**config.mk**
```make
export PLATFORM = sky130hd
export DESIGN_NAME = mem_access_ctrl_flat
export DESIGN_NICKNAME = d
export VERILOG_FILES = /design/src/rtl/mem_access_ctrl_if.sv /design/src/rtl/mem_access_ctrl.sv /design/src/flat_wrapper.sv
export SDC_FILE = /design/constraint.sdc
export NUM_CORES = 1
export LEC_CHECK = 0
export ABC_CLOCK_PERIOD_IN_PS = 1800
export BUFFER_PORTS_ARGS = -buffer_cell sky130_fd_sc_hd__buf_4
export CAP_MARGIN = 30
export CORE_MARGIN = 2
export CORE_UTILIZATION = 45
export DETAILED_ROUTE_END_ITERATION = 6
export PLACE_DENSITY_LB_ADDON = 0.1
export SLEW_MARGIN = 20
export SYNTH_ARGS = -nofsm -noshare
export SYNTH_HDL_FRONTEND = slang
export SYNTH_SLANG_ARGS = --single-unit
```
**constraint.sdc**
```tcl
create_clock -name clk -period 1.8 [get_ports clk]
set_input_delay 0.09 -clock clk [delete_from_list [all_inputs] [get_ports clk]]
set_output_delay 0.09 -clock clk [all_outputs]
set_load 0.05 [all_outputs]
```
**src/rtl/mem_access_ctrl_if.sv**
```systemverilog
// Handshaked data-memory bus between mem_access_ctrl (master) and the data memory (slave).
interface mem_access_ctrl_if #(
    parameter int unsigned ADDR_W = 32,
    parameter int unsigned DATA_W = 32
);
    logic              mem_req;
    logic              mem_we;
    logic [ADDR_W-1:0] mem_addr;
    logic [DATA_W-1:0] mem_wdata;
    logic [DATA_W-1:0] mem_rdata;
    logic              mem_ack;

    modport master (
        output mem_req,
        output mem_we,
        output mem_addr,
        output mem_wdata,
        input  mem_rdata,
        input  mem_ack
    );

    modport slave (
        input  mem_req,
        input  mem_we,
        input  mem_addr,
        input  mem_wdata,
        output mem_rdata,
        output mem_ack
    );
endinterface

```
**src/rtl/mem_access_ctrl.sv**
```systemverilog
// Memory-stage sequencer: one req/ack transaction per EX/MEM load or store, stalling via freeze.
// Define MEM_POSTED_WRITE_EN to post stores into a one-entry write buffer (adds the DRAIN state).
module mem_access_ctrl #(
    parameter int unsigned ADDR_W = 32,
    parameter int unsigned DATA_W = 32
) (
    input  logic              clk,
    input  logic              rst_n,
    input  logic              mem_read_en,
    input  logic              mem_write_en,
    input  logic [31:0]       alu_res,
    input  logic [DATA_W-1:0] val_rm,
    output logic              freeze,
    output logic [DATA_W-1:0] rd_data,
    output logic              rd_valid,
    mem_access_ctrl_if.master mem
);

`ifdef MEM_POSTED_WRITE_EN
    typedef enum logic [1:0] {StIdle, StReq, StDone, StDrain} state_e;
`else
    typedef enum logic [1:0] {StIdle, StReq, StDone} state_e;
`endif

    state_e            state_q, state_d;
    logic [ADDR_W-1:0] addr_q, addr_d;
    logic [DATA_W-1:0] wdata_q, wdata_d;
    logic              we_q, we_d;
    logic [DATA_W-1:0] rd_data_q, rd_data_d;

    logic op_present;
    logic freeze_c;
    logic req_c;
    logic rd_valid_c;

    assign op_present = mem_read_en | mem_write_en;

    always_comb begin
        state_d    = state_q;
        addr_d     = addr_q;
        wdata_d    = wdata_q;
        we_d       = we_q;
        rd_data_d  = rd_data_q;
        freeze_c   = 1'b0;
        req_c      = 1'b0;
        rd_valid_c = 1'b0;

        unique case (state_q)
            StIdle: begin
                if (op_present) begin
                    addr_d  = alu_res[ADDR_W-1:0];
                    wdata_d = val_rm;
                    we_d    = mem_write_en;
`ifdef MEM_POSTED_WRITE_EN
                    // Request registers double as the write buffer; a store retires at once.
                    if (mem_write_en) begin
                        state_d = StDrain;
                    end else begin
                        freeze_c = 1'b1;
                        state_d  = StReq;
                    end
`else
                    freeze_c = 1'b1;
                    state_d  = StReq;
`endif
                end
            end

            StReq: begin
                req_c    = 1'b1;
                freeze_c = 1'b1;
                if (mem.mem_ack) begin
                    if (!we_q) begin
                        rd_data_d = mem.mem_rdata;
                    end
                    state_d = StDone;
                end
            end

            // Op inputs here still belong to the instruction that just completed.
            StDone: begin
                rd_valid_c = ~we_q;
                state_d    = StIdle;
            end

`ifdef MEM_POSTED_WRITE_EN
            // A new op waits in EX/MEM until the buffered store is acknowledged.
            StDrain: begin
                req_c    = 1'b1;
                freeze_c = op_present;
                if (mem.mem_ack) begin
                    state_d = StIdle;
                end
            end
`endif

            default: begin
                state_d = StIdle;
            end
        endcase
    end

    always_ff @(posedge clk or negedge rst_n) begin
        if (!rst_n) begin
            state_q   <= StIdle;
            addr_q    <= '0;
            wdata_q   <= '0;
            we_q      <= 1'b0;
            rd_data_q <= '0;
        end else begin
            state_q   <= state_d;
            addr_q    <= addr_d;
            wdata_q   <= wdata_d;
            we_q      <= we_d;
            rd_data_q <= rd_data_d;
        end
    end

    // Freeze is combinational from the op inputs in IDLE, so gate it while reset is held.
    assign freeze        = rst_n & freeze_c;
    assign rd_valid      = rd_valid_c;
    assign rd_data       = rd_data_q;
    assign mem.mem_req   = req_c;
    assign mem.mem_we    = we_q;
    assign mem.mem_addr  = addr_q;
    assign mem.mem_wdata = wdata_q;

    a_op_exclusive: assert property (
        @(posedge clk) disable iff (!rst_n) !(mem_read_en && mem_write_en)
    );

    a_req_stable: assert property (
        @(posedge clk) disable iff (!rst_n)
        (mem.mem_req && !mem.mem_ack) |=>
            (mem.mem_req && $stable(mem.mem_addr) && $stable(mem.mem_we) && $stable(mem.mem_wdata))
    );

    a_valid_unfrozen: assert property (
        @(posedge clk) disable iff (!rst_n) rd_valid |-> !freeze
    );

endmodule

```
**src/flat_wrapper.sv**
```systemverilog
// flat-port wrapper written by rule: the top's interface ports become plain ports
module mem_access_ctrl_flat 
#(
    parameter int unsigned ADDR_W = 32,
    parameter int unsigned DATA_W = 32
)
  (clk, rst_n, mem_read_en, mem_write_en, alu_res, val_rm, freeze, rd_data, rd_valid, mem_mem_req, mem_mem_we, mem_mem_addr, mem_mem_wdata, mem_mem_rdata, mem_mem_ack);
  mem_access_ctrl_if #(.ADDR_W(ADDR_W), .DATA_W(DATA_W)) mem_i ();
  input  logic clk;
  input  logic rst_n;
  input  logic mem_read_en;
  input  logic mem_write_en;
  input  logic [31:0] alu_res;
  input  logic [DATA_W-1:0] val_rm;
  output logic freeze;
  output logic [DATA_W-1:0] rd_data;
  output logic rd_valid;
  output wire logic [$bits(mem_i.mem_req)-1:0] mem_mem_req;
  output wire logic [$bits(mem_i.mem_we)-1:0] mem_mem_we;
  output wire logic [$bits(mem_i.mem_addr)-1:0] mem_mem_addr;
  output wire logic [$bits(mem_i.mem_wdata)-1:0] mem_mem_wdata;
  input wire logic [$bits(mem_i.mem_rdata)-1:0] mem_mem_rdata;
  input wire logic [$bits(mem_i.mem_ack)-1:0] mem_mem_ack;
  assign mem_mem_req = mem_i.mem_req;
  assign mem_mem_we = mem_i.mem_we;
  assign mem_mem_addr = mem_i.mem_addr;
  assign mem_mem_wdata = mem_i.mem_wdata;
  assign mem_i.mem_rdata = mem_mem_rdata;
  assign mem_i.mem_ack = mem_mem_ack;
  mem_access_ctrl #(.ADDR_W(ADDR_W), .DATA_W(DATA_W)) u_core (.clk(clk), .rst_n(rst_n), .mem_read_en(mem_read_en), .mem_write_en(mem_write_en), .alu_res(alu_res), .val_rm(val_rm), .freeze(freeze), .rd_data(rd_data), .rd_valid(rd_valid), .mem(mem_i));
endmodule
```
==> results of run 1 <==
[logic make-up (layout without fill, tap and decap cells)]
kind of cell | count (synthesis) | in the layout | share of synthesized area
multiplexers | 96 | 96 | 0.3061
AND/OR/NAND/NOR | 8 | 8 | 0.01507
buffers and inverters | 11 | 319 | 0.03754
flip-flops | 99 | 99 | 0.6352
AO/OA/AOI/OAI | 3 | 3 | 0.006097
[synth_stat cells (all sizes together), types with 2 or more instances]
master  count  share of area
buf        11          0.038
nor3b       2         0.0038
mux2       96           0.31
dfrtp      99           0.64
[worst max-delay path, cell delays in order, from the launching register on]
cell                      delay, ns
sky130_fd_sc_hd__dfrtp_1       0.44
sky130_fd_sc_hd__nor2_1        0.20
sky130_fd_sc_hd__o21a_2        0.23
sky130_fd_sc_hd__buf_12        0.22
sky130_fd_sc_hd__mux2_2        0.37
[state kept, by name, summed over array words and instances (netlist names)]
signal / flops
u_core.mem.mem_addr: 32
u_core.mem.mem_wdata: 32
u_core.rd_data: 32
u_core.state_q: 2
u_core.mem.mem_we: 1
[power by group through the flow]
| stage | clock network (uW) | registers [uW] | logic, uW |
|---|---|---|---|
| floorplan | 0 | 7810 | 1740 |
| global placement | 0 | 3950 | 7880 |
| detailed placement | 0 | 3980 | 7970 |
| CTS | 1560 | 3970 | 8140 |
| global route | 1670 | 4120 | 8400 |
| finish | 1520 | 3980 | 8130 |
[metrics by stage]
| step | hold WS [ns] | instance area (um2) | setup slack [ns] | utilization | total power [uW] |
|---|---|---|---|---|---|
| after floorplan | -0.2056 | 3905 | 0.07816 | - | 9546 |
| after global placement | 0.2417 | 5473 | 0.2652 | 0.6594 | 11830 |
| after detailed placement | 0.2251 | 5473 | 0.2293 | 0.6594 | 11950 |
| after CTS | 0.06024 | 6684 | 0.2239 | 0.8054 | 13670 |
| after global routing | 0.07355 | 6684 | 0.1310 | 0.8054 | 14180 |
| final | 0.07496 | 6684 | 0.2179 | 0.8054 | 13630 |
[timing repair]
action	in CTS	in global routing
endpoints found under the hold margin	197	0
gates resized for setup	0	0
hold buffers	99	0
[worst paths after layout]
kind | startpoint | to | slack (ns) | cells after the start
max in group asynchronous | rst_n | u_core.state_q[0]$_DFFE_PN0P_ | 1.01 | 3
worst max-delay path | u_core.state_q[0]$_DFFE_PN0P_ | u_core.mem.mem_addr[5]$_DFFE_PN0P_ | 0.22 | 4
worst min register to register | u_core.mem.mem_addr[0]$_DFFE_PN0P_ | u_core.mem.mem_addr[0]$_DFFE_PN0P_ | 0.51 | 1
min in group asynchronous | rst_n | u_core.mem.mem_wdata[25]$_DFFE_PN0P_ | 0.36 | 3
worst min-delay path | mem_read_en | u_core.mem.mem_we$_DFFE_PN0P_ | 0.07 | 3
worst max register to register | u_core.state_q[0]$_DFFE_PN0P_ | u_core.mem.mem_addr[5]$_DFFE_PN0P_ | 0.22 | 4
[final cells by class]
type / count / area [um2]
Clock inverter: 4 / 55.05
Sequential cell: 99 / 2477
Tap cell: 105 / 131.4
Clock buffer: 12 / 165.2
Timing Repair Buffer: 303 / 2572
Fill cell: 456 / 1615
Multi-Input combinational cell: 107 / 1282
[per-layer routing]
metal  vias to the layer above  wire [um]  share of wire  track usage
li1                       1370          -              -            -
met1                      1455       4247           0.40       0.2708
met2                       133       5327           0.50       0.3932
met3                         9        877          0.083      0.08201
met4                         0        129          0.012      0.04984
met5                         -          0              0            0
==> results.py, run 1 <==
metrics = {
    "clocking": {
        "clk_latency_ns": 0.35,
        "cts_setup_buffers": 0,
        "clockRootBuffer": "sky130_fd_sc_hd__clkbuf_8",
        "cts_buffer_depth": 2,
        "tritoncts": "built",
        "clkSlewWorstSetupHoldPaths_ns": 0.08,
        "clock_tree.htree_level_count": 3,
        "numCtsBuffers": 9,
        "clock_sinks": 99,
    },
    "final_layout": {
        "num-nets-final": 621,
        "antenna_cells": 0,
        "finish.cell_count_without_fillers": 630,
        "fraction_of_layout_cells_with_a_size_suffix_above_1": 0.6095,
        "areaGrowthSynthToFinish_pct": 71.38,
        "final_cell_mix": "200 x sky130_fd_sc_hd__buf_4, 99 x sky130_fd_sc_hd__dlygate4sd3_1, 99 x sky130_fd_sc_hd__dfrtp_1",
        "most_common_cell_after_layout_fill_and_taps_aside": "sky130_fd_sc_hd__buf_4",
    },
    "floorplan": {
        "boundaryPins": 201,
        "die-area_mm2": 0.009427,
        "chipWidth_um": 97.10,
        "placeableCoreArea_mm2": 0.008299,
        "rows": 33,
        "die_h_um": 97.10,
        "start_util": 0.4699,
    },
    "grt": {
        "gr-total-overflow": 0,
        "grt_pass1_vias": 3252,
        "initial_antenna_violation_count": 0,
        "grt_first_pass_wirelength_um": 16880,
        "grt_resource_usage_total": 0.2263,
        "grt_start_max_net_pins": 100,
    },
    "power_and_ir_drop": {
        "vdd_ir_drop_max_uv": 1241,
        "combPwrFrac": 0.596,
        "power.internal_uw": 7033,
        "pwr-share-seq": 0.292,
        "clock_power_share": 0.111,
        "powerDensity_mw_per_mm2": 2040,
        "total_leakage_power_uw": 0.003175,
        "switchingPower_uw": 6600,
        "power.share.switching": 0.4841,
    },
    "yosys": {
        "ys_seq_area_frac": 0.6352,
        "postSynth.topFlopCell": "sky130_fd_sc_hd__dfrtp_1",
        "ys_warn_count": 0,
        "avgSynthCellArea_um2": 17.97,
        "post_synth_inst_count": 217,
        "synth_nets": 318,
        "synthArstFlopShare": 1.000,
        "synth_cell_types": 16,
        "synth_seq_cells": 99,
        "synth.cell_area_mm2": 0.003900,
        "synth_edf_count": 0,
    },
    "placed_design": {
        "gp_routability_congestion": 0.7384,
        "dp.cells": 515,
        "dp_hpwl_um": 6421,
        "io_buffers": 200,
    },
    "detailed_routing": {
        "drtAntennaViolNets": 0,
        "dr.first_iter.drc_count": 52,
        "wl_per_cell_um": 16.80,
        "routed_via_density": 4.710,
        "route.final.wire_length_um": 10580,
        "drt-pass1-iter-count": 4,
        "drc": 0,
        "count_of_vias_placed_by_the_detailed_router": 2967,
    },
    "sta": {
        "timing.setup.tns_ns": 0,
        "final_min_period_over_clock_period": 0.8790,
        "fmax_mhz": 632.1,
        "hold_viol": 0,
        "tightestPinTransition_ns": 0.5241,
        "timing_max_transition_violations_final": 0,
        "rsz_0062_raised_after_global_routing": "false",
        "finalSetupViolCount": 0,
        "timing.slew.headroom": 0.6506,
        "period_needed_ns": 1.582,
        "fin_worst_skew_ns": 0.01201,
    },
    "setup_path": {
        "critPathArrivalTime_ns": 1.82,
        "cp-start-kind": "register",
        "worst-endpoint-required_ns": 2.03,
        "timing_worst_setup_path_type": "register to register",
        "critical_path_peak_fanout": 34,
        "setup.worst_path.end_class": "register",
    },
    "run": {
        "max-cap-violations": 0,
    },
    "status": {
        "run_status": "complete, no violations",
    },
    "worst_hold_path": {
        "hold_path_class": "input pin to register",
    },
}
Note: power is estimated with default switching activity, not from simulation.
==> run 2, diff against run 1 <==
ABC_CLOCK_PERIOD_IN_PS = 1580   (was 1800)
SETUP_SLACK_MARGIN = 0.3   (was not set)
clock period = 1.58 ns   (was 1.8 ns; I/O delays follow)
==> run 2 against run 1 <==
Clock power is 3% higher. Sequential power increased by 16%. Flip-flop and latch count stayed put. Critical path type unchanged. Final cell count grew 1.4%. Largest cell class unchanged. Worst hold slack got worse by 0.029 ns. Critical path depth is 1 higher. Total power increased by 18%. Core utilization grew 4.2 points. Wire length up 12%. Combinational power up 23%.
==> results.py, run 2 (synthesis gave the netlist of run 1 again) <==
metrics = {
    "status": {
        "run_status": "complete, no violations",
    },
    "placed_design": {
        "io_buffers": 200,
        "gp_routability_congestion": 0.8033,
        "dp.cells": 518,
        "place_area_mm2": 0.005690,
        "dp_hpwl_um": 6818,
    },
    "clocking": {
        "cts_buffer_depth": 2,
        "clockRootBuffer": "sky130_fd_sc_hd__clkbuf_8",
        "tritoncts": "built",
        "clock_sinks": 99,
        "clock_tree.htree_level_count": 3,
        "clk_latency_ns": 0.35,
        "numCtsBuffers": 9,
        "clkSlewWorstSetupHoldPaths_ns": 0.09,
    },
    "sta": {
        "timing_max_transition_violations_final": 0,
        "finalSetupViolCount": 0,
        "timing.setup.tns_ns": 0,
        "final_min_period_over_clock_period": 0.9752,
        "period_needed_ns": 1.541,
        "rsz_0062_raised_after_global_routing": "true",
        "tightestPinTransition_ns": 0.5154,
        "fin_worst_skew_ns": 0.009853,
        "timing.slew.headroom": 0.6564,
        "fmax_mhz": 649.0,
        "hold_viol": 0,
    },
    "setup_path": {
        "setup.worst_path.end_class": "register",
        "crit_chain": "and3b_1 > nor2b_4 > buf_12 > clkbuf_16 > mux2_4",
        "critPathArrivalTime_ns": 1.78,
        "critical_path.slowest_cell": "sky130_fd_sc_hd__dfrtp_1",
        "timing.critical_path.slowest_cell_delay_ns": 0.42,
        "worst-endpoint-required_ns": 1.82,
        "timing_worst_setup_path_type": "register to register",
        "cp-start-kind": "register",
        "critical_path_peak_fanout": 5,
    },
    "grt": {
        "grt_first_pass_wirelength_um": 18730,
        "initial_antenna_violation_count": 0,
        "grt_resource_usage_total": 0.2507,
        "grt_start_max_net_pins": 100,
        "gr-total-overflow": 0,
        "grt_pass1_vias": 3560,
    },
    "floorplan": {
        "die-area_mm2": 0.009427,
        "die_h_um": 97.10,
        "chipWidth_um": 97.10,
        "start_util": 0.4699,
        "placeableCoreArea_mm2": 0.008299,
        "rows": 33,
        "boundaryPins": 201,
    },
    "final_layout": {
        "fraction_of_layout_cells_with_a_size_suffix_above_1": 0.6180,
        "final_area_mm2": 0.007034,
        "num-fill-cells": 381,
        "antenna_cells": 0,
        "finish.cell_count_without_fillers": 639,
        "num-nets-final": 632,
        "most_common_cell_after_layout_fill_and_taps_aside": "sky130_fd_sc_hd__buf_4",
        "final_cell_mix": "201 x sky130_fd_sc_hd__buf_4, 99 x sky130_fd_sc_hd__dlygate4sd3_1, 99 x sky130_fd_sc_hd__dfrtp_1",
        "areaGrowthSynthToFinish_pct": 80.37,
        "postLayoutCoreUtil": 0.8476,
    },
    "detailed_routing": {
        "drtAntennaViolNets": 0,
        "drc": 0,
        "route.final.wire_length_um": 11810,
        "drt-pass1-iter-count": 4,
        "dr.first_iter.drc_count": 75,
        "wl_per_cell_um": 18.48,
        "count_of_vias_placed_by_the_detailed_router": 3103,
        "routed_via_density": 4.856,
    },
    "power_and_ir_drop": {
        "total_leakage_power_uw": 0.003424,
        "powerDensity_mw_per_mm2": 2293,
        "vdd_ir_drop_max_uv": 2002,
    },
    "worst_hold_path": {
        "hold_path_class": "input pin to register",
    },
    "run": {
        "max-cap-violations": 0,
    },
}
[run 2: cell type report]
| class | instances | area, um2 | share of cell area |
|---|---|---|---|
| Timing Repair Buffer | 314 | 2771 | 0.3940 |
| Sequential cell | 99 | 2477 | 0.3522 |
| Multi-Input combinational cell | 107 | 1473 | 0.2094 |
| Tap cell | 105 | 131.4 | 0.01868 |
| Clock buffer | 10 | 127.6 | 0.01814 |
| Clock inverter | 4 | 53.80 | 0.007649 |
[run 2: report_power, final]
group          switching, uW  internal [uW]  leakage, uW
clock network            843            719    0.0000844
logic                   6080           3880      0.00218
registers                810           3790      0.00116
[run 2: routing by layer]
layer / up-vias / part of all wire / track usage
li1: 1387 / - / -
met1: 1553 / 0.37 / 0.2881
met2: 136 / 0.53 / 0.4434
met3: 27 / 0.074 / 0.07842
met4: 0 / 0.028 / 0.08451
met5: - / 0 / 0
[run 2: final timing paths]
kind	slack, ns	startpoint	endpoint	depth (start not counted)
max reg2reg	0.04	u_core.state_q[1]$_DFFE_PN0P_	u_core.rd_data[20]$_DFFE_PN0P_	5
min reg2reg	0.52	u_core.mem.mem_wdata[31]$_DFFE_PN0P_	u_core.mem.mem_wdata[31]$_DFFE_PN0P_	1
max in group asynchronous	0.86	rst_n	u_core.mem.mem_addr[31]$_DFFE_PN0P_	3
min	0.05	mem_read_en	u_core.mem.mem_we$_DFFE_PN0P_	3
max	0.04	u_core.state_q[1]$_DFFE_PN0P_	u_core.rd_data[20]$_DFFE_PN0P_	5
min in group asynchronous	0.32	rst_n	u_core.rd_data[9]$_DFFE_PN0P_	3
[run 2: per-stage QoR]
stage                     power (uW)  hold slack (ns)  setup slack (ns)
after detailed placement       14100           0.1954           0.07008
after CTS                      16000          0.03612           0.05869
after global routing           16760          0.05638          -0.01500
after floorplan                11320          -0.2166            0.1228
after global placement         13960           0.1907           0.09962
final                          16130          0.04552           0.03926
[run 2: critical path, delay by kind of cell (launching register included)]
kind / cells / cell delay [ns]
mux: 1 / 0.29
flops: 1 / 0.42
simple gates: 2 / 0.44
buf+inv: 2 / 0.29
[run 2: repair_timing]
| action | in CTS | in global routing |
|---|---|---|
| resized for setup | 5 | 3 |
| cloned | 1 | 3 |
| hold buffers | 99 | 0 |
| hold endpoints to repair | 197 | 0 |
| buffers inserted | 4 | 0 |
| setup endpoints to repair | 99 | 99 |
